### src/rtl/mips_pkg.sv
// Shared definitions for the multicycle MIPS-subset controller: instruction
// field constants, datapath select encodings, the controller state set and dispatch.
package mips_pkg;

  // Opcodes (instr[31:26])
  localparam logic [5:0] RTYPE = 6'h00;
  localparam logic [5:0] J     = 6'h02;
  localparam logic [5:0] JAL   = 6'h03;
  localparam logic [5:0] BNE   = 6'h05;
  localparam logic [5:0] ADDI  = 6'h08;
  localparam logic [5:0] XORI  = 6'h0E;
  localparam logic [5:0] LW    = 6'h23;
  localparam logic [5:0] SW    = 6'h2B;

  // R-type funct codes (instr[5:0]); ADD is encoded as 0x00 in this subset
  localparam logic [5:0] R_ADD = 6'h00;
  localparam logic [5:0] R_JR  = 6'h08;
  localparam logic [5:0] R_SUB = 6'h22;
  localparam logic [5:0] R_SLT = 6'h2A;

  // ALU operations
  localparam logic [2:0] ALU_ADD = 3'd0;
  localparam logic [2:0] ALU_SUB = 3'd1;
  localparam logic [2:0] ALU_XOR = 3'd2;
  localparam logic [2:0] ALU_SLT = 3'd3;

  // PC source select
  localparam logic [1:0] PC_INC4 = 2'd0;
  localparam logic [1:0] PC_J    = 2'd1;
  localparam logic [1:0] PC_JR   = 2'd2;
  localparam logic [1:0] PC_BNE  = 2'd3;

  // Register write data select
  localparam logic [1:0] REG_DIN_ALU = 2'd0;
  localparam logic [1:0] REG_DIN_DM  = 2'd1;
  localparam logic [1:0] REG_DIN_JAL = 2'd2;

  // ALU B input select
  localparam logic [1:0] ALUB_RT     = 2'd0;
  localparam logic [1:0] ALUB_FOUR   = 2'd1;
  localparam logic [1:0] ALUB_IMM    = 2'd2;
  localparam logic [1:0] ALUB_IMMSH2 = 2'd3;

  // ALU A input select
  localparam logic ALUA_PC = 1'b0;
  localparam logic ALUA_RS = 1'b1;

  // Register write address select
  localparam logic [1:0] WADDR_RT = 2'd0;
  localparam logic [1:0] WADDR_RD = 2'd1;
  localparam logic [1:0] WADDR_RA = 2'd2;

  typedef enum logic [3:0] {
    S_IDLE    = 4'd0,
    S_FETCH   = 4'd1,
    S_DECODE  = 4'd2,
    S_MEMADDR = 4'd3,
    S_MEMRD   = 4'd4,
    S_MEMWB   = 4'd5,
    S_MEMWR   = 4'd6,
    S_EXECR   = 4'd7,
    S_WBR     = 4'd8,
    S_EXECI   = 4'd9,
    S_WBI     = 4'd10,
    S_BRANCH  = 4'd11,
    S_JUMP    = 4'd12,
    S_JUMPR   = 4'd13
  } state_t;

  // State following DECODE; S_FETCH marks an unsupported instruction.
  function automatic state_t dispatch(input logic [5:0] opc, input logic [5:0] fn);
    state_t nxt;
    nxt = S_FETCH;
    case (opc)
      LW, SW:     nxt = S_MEMADDR;
      ADDI, XORI: nxt = S_EXECI;
      J, JAL:     nxt = S_JUMP;
      BNE:        nxt = S_BRANCH;
      RTYPE: begin
        case (fn)
          R_ADD, R_SUB, R_SLT: nxt = S_EXECR;
          R_JR:                nxt = S_JUMPR;
          default:             nxt = S_FETCH;
        endcase
      end
      default:    nxt = S_FETCH;
    endcase
    return nxt;
  endfunction

endpackage

### src/rtl/multicycle_ctrl.sv
// Multicycle controller for the MIPS-subset datapath sharing one memory port.
// Outputs are decoded from the state register, gated by memReady/aluZero where needed.
module multicycle_ctrl
  import mips_pkg::*;
(
  input  logic        clk,
  input  logic        resetN,
  input  logic        run,
  input  logic [5:0]  opcode,
  input  logic [5:0]  funct,
  input  logic        aluZero,
  input  logic        memReady,
  output logic        memReq,
  output logic        memWe,
  output logic        iOrD,
  output logic        irWe,
  output logic        pcWe,
  output logic [1:0]  pcSrcCtrl,
  output logic        aluASrc,
  output logic [1:0]  aluBSrc,
  output logic [2:0]  op,
  output logic        regWe,
  output logic [1:0]  regWAddrSel,
  output logic [1:0]  regDInCtrl,
  output logic        illegal,
  output logic        instrDone,
  output logic [31:0] retired
);

  state_t state;

  always_ff @(posedge clk or negedge resetN) begin
    if (!resetN) begin
      state   <= S_IDLE;
      retired <= 32'd0;
    end else begin
      if (instrDone)
        retired <= retired + 32'd1;
      case (state)
        S_IDLE:    if (run) state <= S_FETCH;
        S_FETCH:   if (memReady) state <= S_DECODE;
        S_DECODE:  state <= dispatch(opcode, funct);
        S_MEMADDR: state <= (opcode == LW) ? S_MEMRD : S_MEMWR;
        S_MEMRD:   if (memReady) state <= S_MEMWB;
        S_MEMWR:   if (memReady) state <= S_FETCH;
        S_EXECR:   state <= S_WBR;
        S_EXECI:   state <= S_WBI;
        // Write-back, branch and jump states all finish the instruction.
        default:   state <= S_FETCH;
      endcase
    end
  end

  always_comb begin
    memReq      = 1'b0;
    memWe       = 1'b0;
    iOrD        = 1'b0;
    irWe        = 1'b0;
    pcWe        = 1'b0;
    pcSrcCtrl   = PC_INC4;
    aluASrc     = ALUA_PC;
    aluBSrc     = ALUB_RT;
    op          = ALU_ADD;
    regWe       = 1'b0;
    regWAddrSel = WADDR_RT;
    regDInCtrl  = REG_DIN_ALU;
    illegal     = 1'b0;
    instrDone   = 1'b0;
    case (state)
      S_FETCH: begin
        memReq  = 1'b1;
        aluBSrc = ALUB_FOUR;
        irWe    = memReady;
        pcWe    = memReady;
      end
      S_DECODE: begin
        // Branch target is computed speculatively into ALUOut here.
        aluBSrc = ALUB_IMMSH2;
        illegal = (dispatch(opcode, funct) == S_FETCH);
      end
      S_MEMADDR: begin
        aluASrc = ALUA_RS;
        aluBSrc = ALUB_IMM;
      end
      S_MEMRD: begin
        memReq = 1'b1;
        iOrD   = 1'b1;
      end
      S_MEMWB: begin
        regWe      = 1'b1;
        regDInCtrl = REG_DIN_DM;
        instrDone  = 1'b1;
      end
      S_MEMWR: begin
        memReq    = 1'b1;
        memWe     = 1'b1;
        iOrD      = 1'b1;
        instrDone = memReady;
      end
      S_EXECR: begin
        aluASrc = ALUA_RS;
        case (funct)
          R_SUB:   op = ALU_SUB;
          R_SLT:   op = ALU_SLT;
          default: op = ALU_ADD;
        endcase
      end
      S_WBR: begin
        regWe       = 1'b1;
        regWAddrSel = WADDR_RD;
        instrDone   = 1'b1;
      end
      S_EXECI: begin
        aluASrc = ALUA_RS;
        aluBSrc = ALUB_IMM;
        op      = (opcode == XORI) ? ALU_XOR : ALU_ADD;
      end
      S_WBI: begin
        regWe     = 1'b1;
        instrDone = 1'b1;
      end
      S_BRANCH: begin
        aluASrc   = ALUA_RS;
        op        = ALU_SUB;
        pcSrcCtrl = PC_BNE;
        pcWe      = ~aluZero;
        instrDone = 1'b1;
      end
      S_JUMP: begin
        pcSrcCtrl = PC_J;
        pcWe      = 1'b1;
        instrDone = 1'b1;
        // JAL links the already-incremented PC into r31.
        if (opcode == JAL) begin
          regWe       = 1'b1;
          regWAddrSel = WADDR_RA;
          regDInCtrl  = REG_DIN_JAL;
        end
      end
      S_JUMPR: begin
        pcSrcCtrl = PC_JR;
        pcWe      = 1'b1;
        instrDone = 1'b1;
      end
      default: ;
    endcase
  end

endmodule
### config.mk
export PLATFORM = sky130hd
export DESIGN_NAME = multicycle_ctrl
export DESIGN_NICKNAME = d
export VERILOG_FILES = /design/src/rtl/mips_pkg.sv /design/src/rtl/multicycle_ctrl.sv
export SDC_FILE = /design/constraint.sdc
export NUM_CORES = 1
export LEC_CHECK = 0
export BUFFER_PORTS_ARGS = -buffer_cell sky130_fd_sc_hd__buf_2
export CAP_MARGIN = 10
export CELL_PAD_IN_SITES_DETAIL_PLACEMENT = 1
export CELL_PAD_IN_SITES_GLOBAL_PLACEMENT = 2
export CORE_AREA = 2 2 82 92
export CTS_CLUSTER_SIZE = 20
export DETAILED_ROUTE_END_ITERATION = 8
export DIE_AREA = 0 0 84 94
export PLACE_DENSITY_LB_ADDON = 0.1
export REMOVE_ABC_BUFFERS = 1
export SLEW_MARGIN = 10
export SYNTH_ARGS = -nofsm -noshare
export SYNTH_HDL_FRONTEND = slang
export SYNTH_SLANG_ARGS = --single-unit
### constraint.sdc
create_clock -name clk -period 4 [get_ports clk]
set_input_delay 0.8 -clock clk [delete_from_list [all_inputs] [get_ports clk]]
set_output_delay 0.8 -clock clk [all_outputs]
set_load 0.02 [all_outputs]
==> impl_metrics.yaml <==
power:
  power_frac_seq_pct: 38.9
  intPower_mw: 0.757
  irDropWorstVdd_mv: 0.204
  p_sw_mw: 0.586
  leakagePower_nw: 1.21
  comb_power_share_pct: 40.3
  clkPwrFrac_pct: 20.8
  switching_share_pct: 43.7
  power_density_nw_per_um2: 492
die:
  rows: 32
  die_area_um2: 7900
  io_pins: 69
  die_w_um: 84
  initial_core_util_pct: 32.4
  core_area_um2: 6930
  die_h_um: 94
timing:
  max_freq_mhz: 338
  min_period_over_period_pct: 74.0
  worst_pin_slew_ns: 0.827
  finalSetupViolCount: 0
  finalHoldViolCount: 0
  slew_violations: 0
  slew_headroom_pct: 44.8
  rsz0062_at_grt: "no"
  fin_crit_ns: 2.96
  tns_ns: 0
  fin_skew_ns: 0.00724
cts:
  cts_setup_buffers: 0
  cts_buffers: 5
  htreeDepth: 2
  cts-root-buf: "clkbuf_8"
  clk_pin_slew_ns: 0.07
  clock-sinks: 36
  clk_latency_ns: 0.29
  ctsResizeCount: 0
  cts_tree: "done"
  cts_hold_buffers: 0
  cts_buffer_depth: 2
drt:
  routed_wl_um: 5920
  drc: 0
  firstDrtPassIters: 4
  drt_iter0_markers: 55
  wire_per_inst_um: 15.2
  viasPerCell: 5.16
  ant_nets: 0
  vias: 2011
critical_path:
  r2r_setup_slack_ns: 1.75
  cp_cell_sequence: "buf_2 > or4b_2 > o21a_1 > o22a_1 > nand2_1 > nor3_1 > buf_2"
  cp_top_family: "simple AND/OR/NAND/NOR gates"
  startpoint_type: "input pin"
  cp_slowest_cell: "or4b_2"
  cpMostUsedCell: "buf_2"
  critical-path-max-stage-delay_ns: 0.66
  cp.required_ns: 3.20
  path_buf_inv: 2
  critPathKind: "in2out"
  worstPathArrival_ns: 2.16
  endpoint_kind: "output port"
  critPathMaxFanout: 7
grt:
  track_usage_pct: 15.8
  grt_pass1_wl_um: 10200
  antenna_found_initial: 0
  overflow: 0
  first_global_vias: 2076
  grt_max_degree: 37
placement:
  placed_area_um2: 2630
  io_buffers: 67
  place.gp.congestion: 0.726
  hpwl_um: 4520
final_layout:
  nNetsFinal: 323
  diodes: 0
  design_area_um2: 2730
  drive_gt1_share_pct: 28.9
  areaGrowthSynthToFinish_pct: 21.8
synthesis:
  async_flop_share_pct: 100
  synth_flop_cell: "dfrtp_1"
  ys_seq_area_share_pct: 40.2
  synth-seq-cells: 36
  yosysWarnings: 0
  synth-edff-count: 0
  mappedNetlistArea_um2: 2240
  yosys.cell_types.count: 50
  synth_top_cell_area_share_pct: 40.2
  syn_inst: 239
  yosysTopAreaCell: "dfrtp_1"
  synth_area_leaders: "dfrtp_1 40%, xnor2_1 7.0%, xor2_1 6.3%"
  avgSynthCellArea_um2: 9.38
outcome:
  outcome: "finished clean"
hold_path:
  hold_class: "reg2reg"
job:
  drv_cap: 0
## final timing paths
kind / endpoint / depth (start not counted) / start
max reg2reg: retired[31]$_DFFE_PN0P_ / 5 / state[3]$_DFFE_PN0P_
min: retired[31]$_DFFE_PN0P_ / 1 / retired[31]$_DFFE_PN0P_
min reg2reg: retired[31]$_DFFE_PN0P_ / 1 / retired[31]$_DFFE_PN0P_
min in group asynchronous: retired[7]$_DFFE_PN0P_ / 1 / resetN
max in group asynchronous: retired[3]$_DFFE_PN0P_ / 1 / resetN
max: illegal / 7 / opcode[1]
## cells in the mapped netlist, types with 2 or more instances
master,instances
buf_6,2
or3_1,2
xnor2_1,18
buf_4,2
a2bb2oi_1,2
and3_1,6
xor2_1,16
clkbuf_1,4
dfrtp_1,36
nor2b_1,3
and4_1,5
o22ai_1,4
o21ai_0,3
nand4_1,9
nor4_1,6
inv_1,7
nand3_1,12
nand2_1,29
nor4_4,2
and2_1,5
nor3_1,12
nor3b_1,2
nand2b_1,3
nor2_1,16
a21oi_1,8
## registers in the layout (all words and copies together), names as in the netlist
register and flops:
retired 32, state 4
## power groups by stage
stage / registers [mW] / clock network [mW] / logic (mW)
after floorplan: 0.536 / 0 / 0.341
after global placement: 0.533 / 0 / 0.545
after detailed placement: 0.532 / 0 / 0.551
after CTS: 0.526 / 0.292 / 0.551
after global routing: 0.540 / 0.311 / 0.595
final: 0.522 / 0.279 / 0.541
## worst register-to-register path, stage by stage, from the launching register on
cell and delay [ns]:
dfrtp_1 0.72, and4b_1 0.28, o21ai_2 0.30, a21o_1 0.52, nor4_1 0.15, xor2_1 0.17
## cell families (layout without fill, tap and decap cells)
group / Yosys count / after routing / share of synthesized area (%)
and+or+nand+nor: 121 / 121 / 31.9
DFF: 36 / 36 / 40.2
xor gates and xnor gates: 34 / 34 / 13.3
AOI/OAI and AO/OA: 29 / 29 / 9.71
buffers and inverters: 16 / 82 / 3.74
adders and majority gates: 1 / 1 / 0.558
other: 1 / 1 / 0.167
muxes: 1 / 1 / 0.502
## layout make-up
cell class | count | area, um^2
Fill cell | 862 | 4200
Inverter | 7 | 26.3
Multi-Input combinational cell | 187 | 1260
Sequential cell | 36 | 901
Timing Repair Buffer | 68 | 343
Tap cell | 85 | 106
Clock buffer | 7 | 96.3
## metrics by stage
stage	hold slack, ns	power (mW)	setup slack [ns]	std cells	utilization, %
6_report	0.464	1.34	1.04	390	39.4
5_1_grt	0.486	1.45	0.995	390	39.4
4_1_cts	0.474	1.37	1.04	390	39.4
3_5_place_dp	0.460	1.08	1.04	383	38.0
3_3_place_gp	0.455	1.08	1.05	383	38.0
2_1_floorplan	0.504	0.876	1.13	230	-
## routing by layer
| metal | GRT usage, % | part of all wire [%] | vias up | wire length [um] |
|---|---|---|---|---|
| met5 | 0 | 0 | - | 0 |
| met4 | 4.44 | 1.1 | 0 | 68 |
| met3 | 3.08 | 4.3 | 7 | 253 |
| met2 | 27.4 | 50 | 43 | 2960 |
| met1 | 20.2 | 45 | 986 | 2640 |
| li1 | - | - | 975 | - |
## cells in the final DEF, fill, tap and decap left out, types with 2 or more instances in the layout
| cell type | netlist | routed |
|---|---|---|
| nand3_1 | 12 | 12 |
| nand2b_1 | 3 | 3 |
| xor2_1 | 16 | 16 |
| o22ai_1 | 4 | 4 |
| a21oi_1 | 8 | 8 |
| dfrtp_1 | 36 | 36 |
| xnor2_1 | 18 | 18 |
| nor2_1 | 16 | 16 |
| and2_1 | 5 | 5 |
| buf_2 | 1 | 67 |
| and4_1 | 5 | 5 |
| o21ai_0 | 3 | 3 |
| nor4_4 | 2 | 2 |
| nor2b_1 | 3 | 3 |
| nor3_1 | 12 | 12 |
| inv_1 | 7 | 7 |
| or3_1 | 2 | 2 |
| nand2_1 | 29 | 29 |
| clkbuf_8 | 0 | 7 |
| nor3b_1 | 2 | 2 |
| and3_1 | 6 | 6 |
| nor4_1 | 6 | 6 |
| nand4_1 | 9 | 9 |
| a2bb2oi_1 | 2 | 2 |
(Power assumes the default switching activity.)
